**src/rtl/shift_unit.sv**
```systemverilog
// Two-stage pipelined shifter with a signed shift amount (positive = left, negative = right),
// logical/arithmetic/rotate modes, carry-out and zero flags, and valid/ready on both sides.
module shift_unit #(
  parameter int WIDTH   = 16,
  parameter int SHIFT_W = $clog2(WIDTH) + 1
) (
  input  logic               clk,
  input  logic               rst,
  input  logic               in_valid,
  output logic               in_ready,
  input  logic [WIDTH-1:0]   in_data,
  input  logic [SHIFT_W-1:0] in_shift,
  input  logic [1:0]         in_mode,
  output logic               out_valid,
  input  logic               out_ready,
  output logic [WIDTH-1:0]   out_data,
  output logic               out_carry,
  output logic               out_zero
);

  // One extra bit so that negating the most negative shift yields WIDTH without overflow.
  localparam int MAG_W = SHIFT_W + 1;
  localparam int IDX_W = $clog2(WIDTH);
  localparam logic [MAG_W-1:0] MAG_FULL = MAG_W'(WIDTH);

  logic               adv1;
  logic               adv2;

  logic               s1_valid_reg;
  logic               s1_left_reg;
  logic [MAG_W-1:0]   s1_mag_reg;
  logic [1:0]         s1_mode_reg;
  logic [WIDTH-1:0]   s1_data_reg;

  logic               out_valid_reg;
  logic [WIDTH-1:0]   out_data_reg;
  logic               out_carry_reg;
  logic               out_zero_reg;

  logic [MAG_W-1:0]   shift_ext;
  logic [MAG_W-1:0]   mag_next;
  logic [MAG_W-1:0]   rot_mag;
  logic [MAG_W-1:0]   rot_comp;
  logic [WIDTH-1:0]   result_next;
  logic               carry_next;

  assign adv2     = !out_valid_reg || out_ready;
  assign adv1     = !s1_valid_reg || adv2;
  assign in_ready = adv1;

  assign out_valid = out_valid_reg;
  assign out_data  = out_data_reg;
  assign out_carry = out_carry_reg;
  assign out_zero  = out_zero_reg;

  always_comb begin
    shift_ext = {in_shift[SHIFT_W-1], in_shift};
    mag_next  = in_shift[SHIFT_W-1] ? (~shift_ext + 1'b1) : shift_ext;
  end

  always_comb begin
    rot_mag     = (s1_mag_reg == MAG_FULL) ? '0 : s1_mag_reg;
    rot_comp    = MAG_FULL - rot_mag;
    result_next = s1_data_reg;
    carry_next  = 1'b0;
    case (s1_mode_reg)
      2'b10: begin
        if (s1_left_reg)
          result_next = (s1_data_reg << rot_mag) | (s1_data_reg >> rot_comp);
        else
          result_next = (s1_data_reg >> rot_mag) | (s1_data_reg << rot_comp);
        if (rot_mag != '0)
          carry_next = s1_left_reg ? result_next[0] : result_next[WIDTH-1];
      end
      default: begin
        if (s1_left_reg)
          result_next = s1_data_reg << s1_mag_reg;
        else if (s1_mode_reg == 2'b01)
          result_next = $signed(s1_data_reg) >>> s1_mag_reg;
        else
          result_next = s1_data_reg >> s1_mag_reg;
        // The last bit to leave is data[WIDTH-m] going left, data[m-1] going right.
        if (s1_mag_reg != '0)
          carry_next = s1_left_reg ? s1_data_reg[IDX_W'(MAG_FULL - s1_mag_reg)]
                                   : s1_data_reg[IDX_W'(s1_mag_reg - 1'b1)];
      end
    endcase
  end

  always_ff @(posedge clk) begin
    if (rst) begin
      s1_valid_reg  <= 1'b0;
      out_valid_reg <= 1'b0;
      out_data_reg  <= '0;
      out_carry_reg <= 1'b0;
      out_zero_reg  <= 1'b0;
    end else begin
      if (adv1) begin
        s1_valid_reg <= in_valid;
        if (in_valid) begin
          s1_left_reg <= !in_shift[SHIFT_W-1] && (in_shift != '0);
          s1_mag_reg  <= mag_next;
          s1_mode_reg <= in_mode;
          s1_data_reg <= in_data;
        end
      end
      // Output registers only load on a real result, so they hold while stalled.
      if (adv2) begin
        out_valid_reg <= s1_valid_reg;
        if (s1_valid_reg) begin
          out_data_reg  <= result_next;
          out_carry_reg <= carry_next;
          out_zero_reg  <= (result_next == '0);
        end
      end
    end
  end

endmodule
```
**config.mk**
```make
export PLATFORM = sky130hd
export DESIGN_NAME = shift_unit
export DESIGN_NICKNAME = d
export VERILOG_FILES = /design/src/rtl/shift_unit.sv
export SDC_FILE = /design/constraint.sdc
export NUM_CORES = 1
export LEC_CHECK = 0
export CAP_MARGIN = 40
export CORE_MARGIN = 4
export CORE_UTILIZATION = 30
export CTS_CLUSTER_DIAMETER = 200
export CTS_CLUSTER_SIZE = 8
export DETAILED_ROUTE_END_ITERATION = 7
export GPL_TIMING_DRIVEN = 0
export HOLD_SLACK_MARGIN = 0.05
export PLACE_DENSITY = 0.46
export SLEW_MARGIN = 40
export SYNTH_ARGS = -nofsm -noshare
export SYNTH_HDL_FRONTEND = slang
export SYNTH_SLANG_ARGS = --single-unit
```
**constraint.sdc**
```tcl
create_clock -name clk -period 5.5 [get_ports clk]
set_input_delay 1.375 -clock clk [delete_from_list [all_inputs] [get_ports clk]]
set_output_delay 1.375 -clock clk [all_outputs]
set_load 0.005 [all_outputs]
```
## After elaboration in Yosys (flattened, before gate mapping)

Cells that the tools add are included.

| word-level totals | value |
|---|---|
| flip-flop bits (word level) | 45 |
| latch bits | 0 |
| memory bits (writable) | 0 |
| memory bits (read-only) | 0 |
| bits of input ports | 27 |
| output and inout bits | 20 |
| word-level logic and storage cells | 57 |
| memories | 0 |

| cells by class | value |
|---|---|
| add/subtract/negate cells | 4 |
| multipliers | 0 |
| div/mod/pow operators | 0 |
| order comparisons | 2 |
| eq/ne operators | 3 |
| shift operators | 7 |
| muxes and demuxes | 15 |
| bitwise operators | 4 |
| reductions and logical operators | 12 |

Operator list:

| kind | count |
|---|---|
| 16-bit 2-to-1 mux | 4 |
| 16-bit by 6-bit left shift with 16-bit output | 3 |
| 16-bit by 6-bit right shift with 16-bit output | 3 |
| 16-bit bitwise OR | 2 |
| 16-bit logical NOT | 1 |
| 16-bit by 6-bit >>> shifter with 16-bit output | 1 |
| 6-bit nonzero test | 2 |
| 4-bit by 5-bit < comparator with 1-bit output, second input constant | 2 |
| 1-bit binary-select mux with 4-bit select | 2 |
| 1-bit 2-to-1 mux | 7 |
| 6-bit by 1-bit adder with 6-bit output, second input constant | 1 |
| 6-bit by 5-bit == test with 1-bit output, second input constant | 1 |
| 6-bit 2-to-1 mux | 1 |
| 6-bit inverter | 1 |
| 5-bit by 6-bit subtractor with 6-bit output, first input constant | 1 |
| 5-bit nonzero test | 1 |
| 4-bit 2-to-1 mux | 1 |
| 1-bit by 4-bit subtractor with 4-bit output, first input constant | 1 |
| 4-bit by 1-bit subtractor with 4-bit output, second input constant | 1 |
| 1-bit logical NOT | 3 |
| 3-bit AND reduction | 1 |
| 2-bit by 1-bit == test with 1-bit output, second input constant | 1 |
| 2-bit == test, second input constant | 1 |
| 1-bit logical OR | 2 |
| 3 further kinds | 3 |

## Logic depth before layout (Yosys ltp)

| depth | value |
|---|---|
| word-level depth | 9 |
| depth in mapped cells | 19 |
| gate-level depth less buffers | 11 |

## Worst setup path after synthesis

OpenSTA, ideal clock, no wires.

| timing path | value |
|---|---|
| path type | register to register |
| start point | register s1_mag_reg[0] |
| end point | register out_zero_reg, in the netlist out_zero |
| setup time | 0.084 ns |
| data arrival time | 4.414 ns |
| required time | 5.416 ns |
| setup slack | 1.002 ns |
| cell stages (with the launch flop) | 17 |
| path buffers | 5 |
| period minus slack after synthesis | 4.498 ns |
| cells stage by stage | edfxtp_1 -> buf_2 -> inv_2 -> clkbuf_1 -> clkbuf_1 -> buf_1 -> ha_1 -> or3b_1 -> buf_6 -> or3_4 -> a31oi_1 -> a31oi_1 -> and2_0 -> or4_1 -> nor3b_1 -> or4b_1 -> o31ai_2 |

| between the ends | value |
|---|---|
| cells in the longest elaborated chain, start to end | 8 |
| elaborated cells between the ends (all ways) | 17 |
| classes of those cells | add/sub: 1; eq/ne: 1; shift: 7; mux: 5; bitwise: 2; reduce/logical: 1 |

Ends and longest elaborated chain:

| what | line | text |
|---|---|---|
| start, declared | 31 | `logic [MAG_W-1:0] s1_mag_reg;` |
| start signal, assigned | 102 | `s1_mag_reg <= mag_next;` |
| 6-bit by 5-bit == test with 1-bit output | 62 | `rot_mag = (s1_mag_reg == MAG_FULL) ? '0 : s1_mag_reg;` |
| 6-bit 2-to-1 mux | 62 |  |
| 5-bit by 6-bit subtractor with 6-bit output | 63 | `rot_comp = MAG_FULL - rot_mag;` |
| 16-bit by 6-bit left shift with 16-bit output / 16-bit by 6-bit right shift with 16-bit output (equally long branches) | 71, 69 |  |
| 16-bit bitwise OR, on equally long branches | 71, 69 |  |
| 16-bit 2-to-1 mux | 68 | `if (s1_left_reg)` |
| 16-bit 2-to-1 mux * | 66 | `case (s1_mode_reg)` |
| 16-bit logical NOT * | 113 | `out_zero_reg <= (result_next == '0);` |
| end signal, assigned | 113 |  |
| end, declared | 38 | `logic out_zero_reg;` |

Every way passes the cells marked *; elsewhere a longest branch is shown, timed or not.
A chain may end at the register's enable or synchronous reset.

## Worst setup path after layout

Same ends and word-level chain as after synthesis.

==> run summary <==
outcome -> finished clean
PortBufs -> 46
Placed Cells -> 1,532
Ports -> 47
H-tree Lvls -> 2
worst min-delay path endpoint -> out_data[8]
EDFF count, synth -> 25
initial antenna violation count -> 2
WHS Path Cells -> 2
max cap viols -> 0
GRT overflow -> 0
area grow syn2layout -> 16.1%
maximum vdd ir drop -> 0.0910 mV
TritonCTS clock tree -> built
CP required -> 5.73 ns
Mapped Nets -> 1,179
fin cells -> 1,546
met1 usage -> 50.9%
CTS Sinks -> 45
Clock transition at path regs -> 0.08 ns
vias in the first global route -> 10,600
CP arrival -> 5.73 ns
Tcrit/Tclk final -> 100%
Hold Slack -> 0.454 ns
worst reg2reg path depth -> 17
RePlAce Congestion -> 1.08
CP startpoint -> s1_mag_reg[0]
Yosys warnings -> 0
largest net degree at the start of global routing -> 24
final total power -> 1.52 mW
GRT Total Usage -> 40.0%
clk buf depth -> 2
Worst Skew -> 0.00960 ns
Fillers -> 2,961
final hold vios -> 0
met3 usage -> 15.9%
Final Routed Wirelength -> 61,100 um
Post-synth top flop -> edfxtp_1
post-DR wirelength/cell -> 39.5 um
clock root buffer -> clkbuf_16
DR vias/cell -> 7.44
min-delay src -> out_data[8]
DRT Pass-1 Iters -> 6
internal reg-to-reg setup slack -> 0.0004 ns
Worst Hold Class -> reg -> reg
Worst-Skew Late Latency -> 0.32 ns
synthesized area per cell -> 7.04 um2
fin. max-slew vios -> 0
placed cell areas -> 0.00910 mm2
DRC violations left -> 0
Leak -> 3.14 nW
R2R Path End -> out_zero
Top Usage Layer GRT -> met2
first-pass GRT wire length -> 83,800 um
Syn Inst Count -> 1,149
Setup TNS -> 0 ns
Die H -> 172 um
Yosys cell types -> 88
hold_buf cts -> 0
ANT nets after route -> 0
total vias in the final route -> 11,500
fin area -> 0.00940 mm2
core box area -> 0.0263 mm2
FF/Latch Area -> 0.00115 mm2
die area -> 0.0297 mm2
CP Max Fanout -> 10
unrepaired setup endpoints after global routing -> no
CP Launch Type -> flop
Final min period -> 5.50 ns
hpwl dp -> 46,600 um
sequential cell area fraction in the yosys report -> 14.2%
reg-to-reg startpoint -> s1_mag_reg[0]
crit end category -> flop
Yosys reg bits -> 45
CP Class -> reg -> reg
Pwr per Cell Area -> 161 mW/mm2
CTS buffer count -> 5
max_slew headroom -> 34.3%
Horiz. Die Dim -> 172 um
Initial Util -> 30.8%
met2 usage -> 57.5%
Layout Nets -> 1,238
Tightest Pin Transition -> 0.986 ns
synthesized area -> 0.00809 mm2
Post-synth ARST share -> 0%
Initial DRC Count -> 2,183
Max Fclk -> 182 MHz
share of layout cells above drive strength 1 -> 11.4%
Rows -> 59
footprint of the multi-input gates -> 0.00648 mm2
setup violators final -> 0
critical path, cell delays in order (launching register included):
cell             delay, ns
edfxtp_1              0.40
buf_2                 0.24
inv_4                 0.21
clkbuf_4              0.30
clkbuf_4              0.34
buf_4                 0.28
ha_1                  0.24
buf_2                 0.29
nor3b_4               0.34
clkbuf_2              0.44
a21oi_1               0.19
a21oi_2               0.35
a2111oi_2             0.14
clkdlybuf4s18_2       0.31
a2111oi_2             0.39
nor3b_1               0.13
or4b_1                0.56
o31ai_2               0.21
logic make-up after synthesis:
logic type	Yosys count	synth area share (%)
simple gates	402	24.5
mux	93	14.3
fa+ha+maj	3	0.464
flops	45	14.2
buf+inv	160	8.01
compound gates	440	37.9
other cells	1	0.0463
xor+xnor	5	0.541
where the power goes:
| part | internal, mW | switching, mW | leakage, nW |
|---|---|---|---|
| logic | 0.240 | 0.567 | 2.68 |
| registers | 0.372 | 0.0125 | 0.398 |
| clock network | 0.169 | 0.155 | 0.0631 |
| total | 0.781 | 0.735 | 3.14 |
cells in the final DEF (no fill, tap or decap), types with 20 or more instances in the layout:
master           Yosys  final
nand3_1             35     35
nor2b_1             24     24
nor2_1              88     86
dfxtp_1             20     20
nand2_1            124    124
edfxtp_1            25     25
o211ai_1            22     22
buf_2               23     22
a31oi_1             24     24
clkdlybuf4s50_1      0     46
mux2_2              20     20
clkbuf_1           105     96
mux2i_1             57     54
a211oi_1            27     27
o21ai_0             66     64
a21oi_1             96     92
nand2b_1            26     26
nor3_1              27     24
repair_timing:
item | CTS | global route
setup endpoints to repair | 18 | 5
setup buffers | 2 | 0
resized for setup | 15 | 20
synth_stat cells, types with 9 or more instances:
library cell	n	area (um2)
nand4_1	11	68.8
nand2b_1	26	163
a311oi_1	12	105
o31ai_1	14	105
buf_1	13	48.8
a221oi_1	13	114
a211oi_1	27	203
nor2b_1	24	150
edfxtp_1	25	751
or3_1	9	56.3
nor3_1	27	135
o211ai_1	22	165
mux2_2	20	225
and2_1	9	56.3
o311ai_0	9	78.8
buf_2	23	115
a31oi_1	24	150
mux4_2	16	360
mux2i_1	57	571
o21ai_0	66	330
inv_1	15	56.3
nand2_1	124	465
a21oi_1	96	480
dfxtp_1	20	400
o22ai_1	16	100
a22oi_1	10	75.1
nor2_1	88	330
clkbuf_1	105	394
nand3_1	35	175
layout make-up:
class                      count  area share, %
sequential                    45           12.2
clock buffer                   6           1.37
antenna                        2         0.0532
multi-input combinational    944           69.0
tap                          335           4.46
buffer                       144           6.56
clock inverter                 2          0.160
inverter                      16          0.666
timing repair buffer          52           5.51
stage by stage:
step	setup WS [ns]	util (%)
3_5_place_dp	-1.89	34.6
5_1_grt	0.0331	35.8
3_3_place_gp	-2.24	34.1
2_1_floorplan	1.00	-
6_report	0.000394	35.8
4_1_cts	0.0203	35.4
layer usage:
layer | up-vias | routed length (um)
met4 | 2 | 4610
met2 | 1136 | 24500
li1 | 4551 | -
met1 | 5522 | 22900
met5 | - | 13
met3 | 291 | 9170
worst max path at each step:
stage / endpoint / slack (ns) / cells past startpoint
2_1_floorplan: out_zero / 1.00 / 16
3_3_place_gp: out_zero / -2.24 / 16
3_5_place_dp: out_zero / -1.89 / 17
4_1_cts: out_zero / 0.02 / 18
5_1_grt: out_zero / 0.03 / 17
6_report: out_zero / 0.0004 / 17
No activity file was read; power rests on OpenSTA's default activity.
